`src/rtl/multicycle_ctrl.sv`:
```
// -----------------------------------------------------------------------------
// multicycle_ctrl
//   Multicycle control FSM for a single-issue RV32I subset. It sequences
//   fetch, decode, execute, memory and write-back. It drives the ALU opcode,
//   the operand selects and the memory/register strobes. It reads the ALU
//   zero/minus flags to resolve conditional branches.
//
// Ports
//   clk        in   rising-edge clock
//   rst        in   asynchronous, active-low reset
//   instr      in   [31:0] instruction register contents
//   mem_ack    in   completion of the current memory request
//   alu_zero   in   ALU result == 0
//   alu_minus  in   ALU result bit 31
//   alu_op     out  [3:0] ALU operation code
//   alu_src_a  out  0 = PC, 1 = rs1 latch
//   alu_src_b  out  [1:0] 0 = rs2, 1 = const 4, 2 = I/S/U imm, 3 = B offset
//   pc_write   out  load PC this edge
//   pc_src     out  0 = ALU result, 1 = ALUOut register
//   ir_write   out  load instruction register
//   mem_read   out  memory read request
//   mem_write  out  memory write request
//   iord       out  0 = PC address, 1 = ALUOut address
//   reg_write  out  register-file write
//   mem_to_reg out  0 = ALU result, 1 = memory data
//   illegal    out  sticky unsupported-instruction flag
//
// Outputs are decoded from the state register. This keeps them glitch-free
// with respect to state and lets reset clear them at once. There are two
// exceptions. In FETCH, ir_write/pc_write follow mem_ack. In BRANCH,
// pc_write follows the ALU flags.
// -----------------------------------------------------------------------------
module multicycle_ctrl (
   input  logic        clk,
   input  logic        rst,
   input  logic [31:0] instr,
   input  logic        mem_ack,
   input  logic        alu_zero,
   input  logic        alu_minus,
   output logic [3:0]  alu_op,
   output logic        alu_src_a,
   output logic [1:0]  alu_src_b,
   output logic        pc_write,
   output logic        pc_src,
   output logic        ir_write,
   output logic        mem_read,
   output logic        mem_write,
   output logic        iord,
   output logic        reg_write,
   output logic        mem_to_reg,
   output logic        illegal
);

   localparam logic [3:0] OP_AND = 4'b0000;
   localparam logic [3:0] OP_OR  = 4'b0001;
   localparam logic [3:0] OP_ADD = 4'b0010;
   localparam logic [3:0] OP_SUB = 4'b0110;
   localparam logic [3:0] OP_SLT = 4'b0111;
   localparam logic [3:0] OP_LUI = 4'b0100;

   localparam logic [6:0] OPC_R      = 7'b0110011;
   localparam logic [6:0] OPC_I      = 7'b0010011;
   localparam logic [6:0] OPC_LOAD   = 7'b0000011;
   localparam logic [6:0] OPC_STORE  = 7'b0100011;
   localparam logic [6:0] OPC_BRANCH = 7'b1100011;
   localparam logic [6:0] OPC_LUI    = 7'b0110111;

   typedef enum logic [3:0] {
      IDLE     = 4'd0,
      FETCH    = 4'd1,
      DECODE   = 4'd2,
      EXEC_R   = 4'd3,
      EXEC_I   = 4'd4,
      MEM_ADDR = 4'd5,
      MEM_RD   = 4'd6,
      WB_MEM   = 4'd7,
      MEM_WR   = 4'd8,
      WB_ALU   = 4'd9,
      BRANCH   = 4'd10,
      LUI      = 4'd11,
      TRAP     = 4'd12
   } state_t;

   state_t     state_r;
   state_t     next_state_s;
   logic [4:0] r_dec_s;
   logic [4:0] i_dec_s;
   logic [1:0] br_dec_s;
   logic       unused_instr_s;

   // Register-register op decode. Returns {legal, alu_op}; unsupported
   // encodings report ADD on the bus while the FSM heads to TRAP.
   function automatic logic [4:0] decode_r(input logic [6:0] funct7,
                                           input logic [2:0] funct3);
      logic [4:0] res;
      case ({funct7, funct3})
         {7'b0000000, 3'b000}: res = {1'b1, OP_ADD};
         {7'b0100000, 3'b000}: res = {1'b1, OP_SUB};
         {7'b0000000, 3'b010}: res = {1'b1, OP_SLT};
         {7'b0000000, 3'b110}: res = {1'b1, OP_OR};
         {7'b0000000, 3'b111}: res = {1'b1, OP_AND};
         default:              res = {1'b0, OP_ADD};
      endcase
      return res;
   endfunction

   // Register-immediate op decode, same {legal, alu_op} packing.
   function automatic logic [4:0] decode_i(input logic [2:0] funct3);
      logic [4:0] res;
      case (funct3)
         3'b000:  res = {1'b1, OP_ADD};
         3'b010:  res = {1'b1, OP_SLT};
         3'b110:  res = {1'b1, OP_OR};
         3'b111:  res = {1'b1, OP_AND};
         default: res = {1'b0, OP_ADD};
      endcase
      return res;
   endfunction

   // Branch condition from the SUB flags. Returns {legal, take}. Signed
   // overflow is not corrected, so BLT/BGE trust the raw sign bit.
   function automatic logic [1:0] branch_eval(input logic [2:0] funct3,
                                              input logic       zero,
                                              input logic       minus);
      logic [1:0] res;
      case (funct3)
         3'b000:  res = {1'b1, zero};
         3'b001:  res = {1'b1, ~zero};
         3'b100:  res = {1'b1, minus};
         3'b101:  res = {1'b1, ~minus};
         default: res = 2'b00;
      endcase
      return res;
   endfunction

   assign r_dec_s  = decode_r(instr[31:25], instr[14:12]);
   assign i_dec_s  = decode_i(instr[14:12]);
   assign br_dec_s = branch_eval(instr[14:12], alu_zero, alu_minus);

   // Register indices and immediate bits belong to the datapath, not here.
   assign unused_instr_s = ^{instr[24:15], instr[11:7]};

   // State register, cleared asynchronously to IDLE.
   always_ff @(posedge clk or negedge rst) begin
      if (!rst) begin
         state_r <= IDLE;
      end else begin
         state_r <= next_state_s;
      end
   end

   // Next-state and output decode.
   always_comb begin
      next_state_s = state_r;
      alu_op       = OP_AND;
      alu_src_a    = 1'b0;
      alu_src_b    = 2'd0;
      pc_write     = 1'b0;
      pc_src       = 1'b0;
      ir_write     = 1'b0;
      mem_read     = 1'b0;
      mem_write    = 1'b0;
      iord         = 1'b0;
      reg_write    = 1'b0;
      mem_to_reg   = 1'b0;
      illegal      = 1'b0;

      case (state_r)
         IDLE: begin
            next_state_s = FETCH;
         end
         FETCH: begin
            mem_read  = 1'b1;
            alu_op    = OP_ADD;
            alu_src_b = 2'd1;
            // PC+4 and the instruction are captured on the ack edge.
            if (mem_ack) begin
               ir_write     = 1'b1;
               pc_write     = 1'b1;
               next_state_s = DECODE;
            end else begin
               next_state_s = FETCH;
            end
         end
         DECODE: begin
            // Precompute the branch target into ALUOut.
            alu_op    = OP_ADD;
            alu_src_b = 2'd3;
            case (instr[6:0])
               OPC_R:      next_state_s = EXEC_R;
               OPC_I:      next_state_s = EXEC_I;
               OPC_LOAD:   next_state_s = MEM_ADDR;
               OPC_STORE:  next_state_s = MEM_ADDR;
               OPC_BRANCH: next_state_s = BRANCH;
               OPC_LUI:    next_state_s = LUI;
               default:    next_state_s = TRAP;
            endcase
         end
         EXEC_R: begin
            alu_src_a = 1'b1;
            alu_src_b = 2'd0;
            alu_op    = r_dec_s[3:0];
            if (r_dec_s[4]) begin
               next_state_s = WB_ALU;
            end else begin
               next_state_s = TRAP;
            end
         end
         EXEC_I: begin
            alu_src_a = 1'b1;
            alu_src_b = 2'd2;
            alu_op    = i_dec_s[3:0];
            if (i_dec_s[4]) begin
               next_state_s = WB_ALU;
            end else begin
               next_state_s = TRAP;
            end
         end
         WB_ALU: begin
            // Keep the execute-stage op and selects so the result stays
            // valid at the write edge. instr[5] tells R-type from I-type.
            reg_write = 1'b1;
            alu_src_a = 1'b1;
            if (instr[5]) begin
               alu_op    = r_dec_s[3:0];
               alu_src_b = 2'd0;
            end else begin
               alu_op    = i_dec_s[3:0];
               alu_src_b = 2'd2;
            end
            next_state_s = FETCH;
         end
         MEM_ADDR: begin
            alu_op    = OP_ADD;
            alu_src_a = 1'b1;
            alu_src_b = 2'd2;
            // Loads and stores differ only in opcode bit 5.
            if (instr[5]) begin
               next_state_s = MEM_WR;
            end else begin
               next_state_s = MEM_RD;
            end
         end
         MEM_RD: begin
            mem_read = 1'b1;
            iord     = 1'b1;
            if (mem_ack) begin
               next_state_s = WB_MEM;
            end else begin
               next_state_s = MEM_RD;
            end
         end
         WB_MEM: begin
            reg_write    = 1'b1;
            mem_to_reg   = 1'b1;
            next_state_s = FETCH;
         end
         MEM_WR: begin
            mem_write = 1'b1;
            iord      = 1'b1;
            if (mem_ack) begin
               next_state_s = FETCH;
            end else begin
               next_state_s = MEM_WR;
            end
         end
         BRANCH: begin
            alu_op    = OP_SUB;
            alu_src_a = 1'b1;
            alu_src_b = 2'd0;
            pc_src    = 1'b1;
            pc_write  = br_dec_s[0];
            if (br_dec_s[1]) begin
               next_state_s = FETCH;
            end else begin
               next_state_s = TRAP;
            end
         end
         LUI: begin
            alu_op       = OP_LUI;
            alu_src_b    = 2'd2;
            reg_write    = 1'b1;
            next_state_s = FETCH;
         end
         TRAP: begin
            // Only reset leaves TRAP, so the flag stays set until then.
            illegal      = 1'b1;
            next_state_s = TRAP;
         end
         default: begin
            next_state_s = IDLE;
         end
      endcase
   end

endmodule

```
`config.mk`:
```
export PLATFORM = sky130hd
export DESIGN_NAME = multicycle_ctrl
export DESIGN_NICKNAME = d
export VERILOG_FILES = /design/src/rtl/multicycle_ctrl.sv
export SDC_FILE = /design/constraint.sdc
export NUM_CORES = 1
export LEC_CHECK = 0
export CORE_ASPECT_RATIO = 1.4
export CORE_MARGIN = 2
export CORE_UTILIZATION = 34
export DETAILED_ROUTE_END_ITERATION = 7
export GPL_ROUTABILITY_DRIVEN = 0
export PLACE_DENSITY_LB_ADDON = 0.3
export SYNTH_ARGS = -nofsm -noshare
export SYNTH_HDL_FRONTEND = slang
export SYNTH_SLANG_ARGS = --single-unit
```
`constraint.sdc`:
```
create_clock -name clk -period 2.72 [get_ports clk]
set_clock_uncertainty 0.05 [all_clocks]
set_input_delay 0.408 -clock clk [delete_from_list [all_inputs] [get_ports clk]]
set_output_delay 0.408 -clock clk [all_outputs]
set_load 0.01 [all_outputs]
```
Word level (Yosys, flattened, before mapping)
Index checks and enable logic that the tools add are counted.
{"block": "op_classes", "bitwise_logic": 2, "n_mux": 27, "reduce_logical": 11, "eq_ne": 28}
{"operator": "case mux 4 bit (10 select lines)", "count": 1}
{"operator": "case mux 5 bit (5 select lines)", "count": 1}
{"operator": "case mux 4 bit (6 select lines)", "count": 1}
{"operator": "equality test 7 x 6 -> 1 bit (second input constant)", "count": 3}
{"operator": "equality test 10 x 3 -> 1 bit (second input constant)", "count": 2}
{"operator": "equality test 4 bit (second input constant)", "count": 5}
{"operator": "case mux 4 bit (5 select lines)", "count": 1}
{"operator": "case mux 5 bit (4 select lines)", "count": 1}
{"operator": "equality test 4 x 3 -> 1 bit (second input constant)", "count": 4}
{"operator": "2-to-1 mux 4 bit", "count": 4}
{"operator": "case mux 2 bit (4 select lines)", "count": 2}
{"operator": "equality test 3 bit (second input constant)", "count": 4}
{"operator": "2-to-1 mux 1 bit", "count": 11}
{"operator": "equality test 10 x 2 -> 1 bit (second input constant)", "count": 1}
{"operator": "equality test 10 x 9 -> 1 bit (second input constant)", "count": 1}
{"operator": "zero test 10 bit", "count": 1}
{"operator": "OR reduction 3 bit", "count": 3}
{"operator": "equality test 4 x 2 -> 1 bit (second input constant)", "count": 2}
{"operator": "equality test 7 x 2 -> 1 bit (second input constant)", "count": 1}
{"operator": "equality test 7 x 5 -> 1 bit (second input constant)", "count": 1}
{"operator": "equality test 7 bit (second input constant)", "count": 1}
{"operator": "2-to-1 mux 3 bit", "count": 2}
{"operator": "OR reduction 2 bit", "count": 3}
{"operator": "OR reduction 5 bit", "count": 1}
{"operator": "9 further kinds", "count": 11}
{"block": "totals", "word_cells": 69, "out_inout_bits": 16, "inputBits": 37, "regBits": 4}

Longest topological paths before layout
{"block": "logic_depth", "depth_word": 4, "ltp_mapped": 6}

Worst setup path after synthesis
Ideal clock, no wire load.
{"block": "synth_timing", "path_kind": "input-to-output", "from": "in instr[25]", "to": "out alu_op[2]", "stages": 5, "slack_ns": 0.379, "t_arrival_ns": 1.883, "t_required_ns": 2.262, "path_cell_list": "or4_4 > or3_1 > or2_1 > nor4_2 > a221o_1"}
{"block": "synth_between", "elab_chain_cells": 4, "word_cells_on_any_way": 8, "cone_classes": "eq/ne (4); mux (3); reduce/logical (1)"}
{"element": "start: declaration", "line": "36", "text": "input logic [31:0] instr,"}
{"element": "equality test 10 x 3 -> 1 bit, or another cell as far along", "line": "96", "text": "case ({funct7, funct3})"}
{"element": "case mux 5 bit (5 select lines) *", "line": "96"}
{"element": "2-to-1 mux 4 bit", "line": "224", "text": "if (instr[5]) begin"}
{"element": "case mux 4 bit (6 select lines) *", "line": "168", "text": "case (state_r)"}
{"element": "end: declaration", "line": "40", "text": "output logic [3:0] alu_op,"}
Every way passes the cells marked *; elsewhere a longest branch is shown, timed or not.

Final worst setup path
{"block": "layout_timing", "from": "in instr[26]", "to": "out alu_op[2]"}
Same word-level chain as after synthesis.

==> results_dict.tcl <==
set metrics [dict create \
    status "finished, final reports clean" \
    syn_to_final_growth_pct 59.2 \
    cts_hold_buf 0 \
    top_regs "state_r: 4 flops" \
    worstSkewPairLatency_ns 0.24 \
    synth-edff-count 0 \
    clkPwrFrac_pct 7.3 \
    arrival_ns 2.18 \
    die_y_um 58.7 \
    p_sw_share_pct 47.3 \
    ios 53 \
    yosysSeqAreaShare_pct 13.8 \
    p_per_area_mw_per_mm2 883 \
    critPathLaunchType "input port" \
    num_vias 1017 \
    synth_most_common_cell "nor2_1" \
    top_register "state_r" \
    cts-root-buf "clkbuf_4" \
    num_antenna_cells 0 \
    worst-setup-path-type "input port to primary output" \
    initial_utilization_pct 36.4 \
    synthTopCellsByArea "dfrtp_1 (14%), a21oi_1 (8.3%), nor2_1 (7.7%), mux2i_1 (6.9%), clkbuf_1 (4.6%)" \
    wl_per_cell_um 13.9 \
    synthCells 111 \
    synth_nets 148 \
    cp.required_ns 2.26 \
    endpoint "alu_op[2]" \
    totalWireLength_mm 2.38 \
    path_clk_slew_ns 0.04 \
    drv_cap 0 \
    critPathCaptureType "primary output" \
    p_total_mw 1.02 \
    overflow 0 \
    cts_tree "yes" \
    rsz0062_at_grt "false" \
    min_path_type "input port to asynchronous set/reset pin" \
    grt_pass1_vias 918 \
    cts_num_sinks 4 \
    synthArstFlopShare_pct 100 \
    dieArea_mm2 0.00253 \
    p_leak_nw 0.485 \
    reg2reg_to "state_r[0]" \
    timing.fmax_mhz 379 \
    cts_max_level 1 \
    internal_power_mw 0.539 \
    grt_use_total_pct 19.7 \
    largest_reg_flops 4 \
    detailed_place_hpwl_mm 1.89 \
    ys_ff_latch 4 \
    multi_input_area_um2 567 \
    core-area_mm2 0.00200 \
    placed_cell_area_mm2 0.00114 \
    yosys-top-cells-count "nor2_1 (15), a21oi_1 (12), clkbuf_1 (9), nand2_1 (9)" \
    grt_pass1_wl_mm 3.84 \
    ff2ff_setup_slack_ns 1.17 \
    setup_viol 0 \
    finalCritPeriodShare_pct 97.0 \
    seq_power_share_pct 12.0 \
    power_frac_comb_pct 80.7 \
    fin_util_pct 58.0 \
    drtAntennaViolNets 0 \
    fill_cells 208 \
    hold_viol 0 \
    drtIter0Drc 30 \
    ys_types 38 \
    rows 19 \
    slew_viol_final 0 \
    die_w_um 43.1 \
    power.switching_mw 0.483 \
    ys_warn_count 0 \
    setup_tns_ns 0 \
    post-synth-top-area-cell "dfrtp_1" \
    first_pass_iters 4 \
    r2r_cells 6 \
    r2r-start "state_r[0]" \
    peakVddDrop_mv 0.441 \
    antenna_found_initial 0 \
    netlist_area_um2 727 \
    nets 189 \
    drc 0 \
    period_minus_slack_ns 2.64 \
    cp_max_fo 2 \
    cts_made_buffers 3 \
    post_synth.cell_area_avg_um2 6.55 \
    viasPerCell 5.95 \
    ys.flop_type "dfrtp_1" \
    port_buffers 36 \
    grt_max_degree 27 \
    clock_path_buffers 2 \
    critPathLaunch "instr[26]" \
    yosys.area.top_type_share_pct 13.8 \
    register_area_um2 100 \
    drive_gt1_share_pct 12.7 \
    dp_cells 167 \
    fin_cells 171 \
    fin_area_mm2 0.00116 \
]
[routing by layer]
layer,global-route usage [%],routed length [um],vias up
li1,-,-,486
met2,36.0,1210,67
met4,8.23,45,0
met5,0,0,-
met1,21.1,934,454
met3,4.60,188,10
[cells by family (layout without fill, tap and decap cells)]
kind of cell	count (synthesis)	in the layout	share of synthesized area, %
AND/OR/NAND/NOR	49	49	35.8
AO/OA/AOI/OAI	34	34	31.2
buffers and inverters	15	54	8.26
multiplexers	5	5	6.88
flip-flops	4	4	13.8
XOR/XNOR	3	3	3.62
other	1	1	0.516
[cell type report]
type	instances	area share (%)
Clock buffer	3	1.95
Inverter	5	1.62
Multi-Input combinational cell	92	49.0
Tap cell	21	2.27
Timing Repair Buffer	46	36.5
Sequential cell	4	8.65
[layout by cell type (no fill, tap or decap), types with 3 or more instances in the layout]
master	n
nor3_1	4
and3_1	3
o21ai_0	5
nor2_1	15
nand2_1	9
o211ai_1	3
a21oi_1	12
inv_1	4
buf_4	10
dfrtp_1	4
clkdlybuf4s50_1	30
clkbuf_4	3
xnor2_1	3
mux2i_1	5
nor2b_1	3
[worst max-delay path: stages]
cell and delay, ns:
dlygate4sd2_1 0.23, or4_4 0.47, or3_1 0.33, or2_1 0.26
nor4_2 0.21, a221o_1 0.14, buf_2 0.12
[per-stage QoR]
step / worst slack [ns] / hold slack [ns]
detailed placement: -0.544 / 0.582
global route: 0.0323 / 0.335
CTS: 0.00486 / 0.331
finish: 0.0821 / 0.329
floorplan: 0.379 / 0.0624
global placement: -0.541 / 0.571
[worst min path at each step]
| stage | from | end | slack, ns | depth (start not counted) |
|---|---|---|---|---|
| after detailed placement | rst | state_r[3] | 0.58 | 1 |
| after global routing | rst | state_r[3] | 0.33 | 1 |
| after floorplan | rst | state_r[0] | 0.06 | 0 |
| final | rst | state_r[3] | 0.33 | 1 |
| after global placement | rst | state_r[0] | 0.57 | 1 |
| after CTS | rst | state_r[3] | 0.33 | 1 |
[power groups by stage]
stage	Clock [mW]	Sequential, mW	Combinational, mW
6_report	0.0746	0.123	0.824
5_1_grt	0.0820	0.131	0.901
4_1_cts	0.0766	0.123	0.821
3_5_place_dp	0	0.124	0.824
3_3_place_gp	0	0.123	0.810
2_1_floorplan	0	0.0953	0.500
[repair_timing]
action / 4_1_cts / 5_1_grt
pin swaps: 4 / 3
setup endpoints to repair: 2 / 2
resized for setup: 11 / 2
setup buffers: 1 / 0
(Power assumes the default switching activity.)
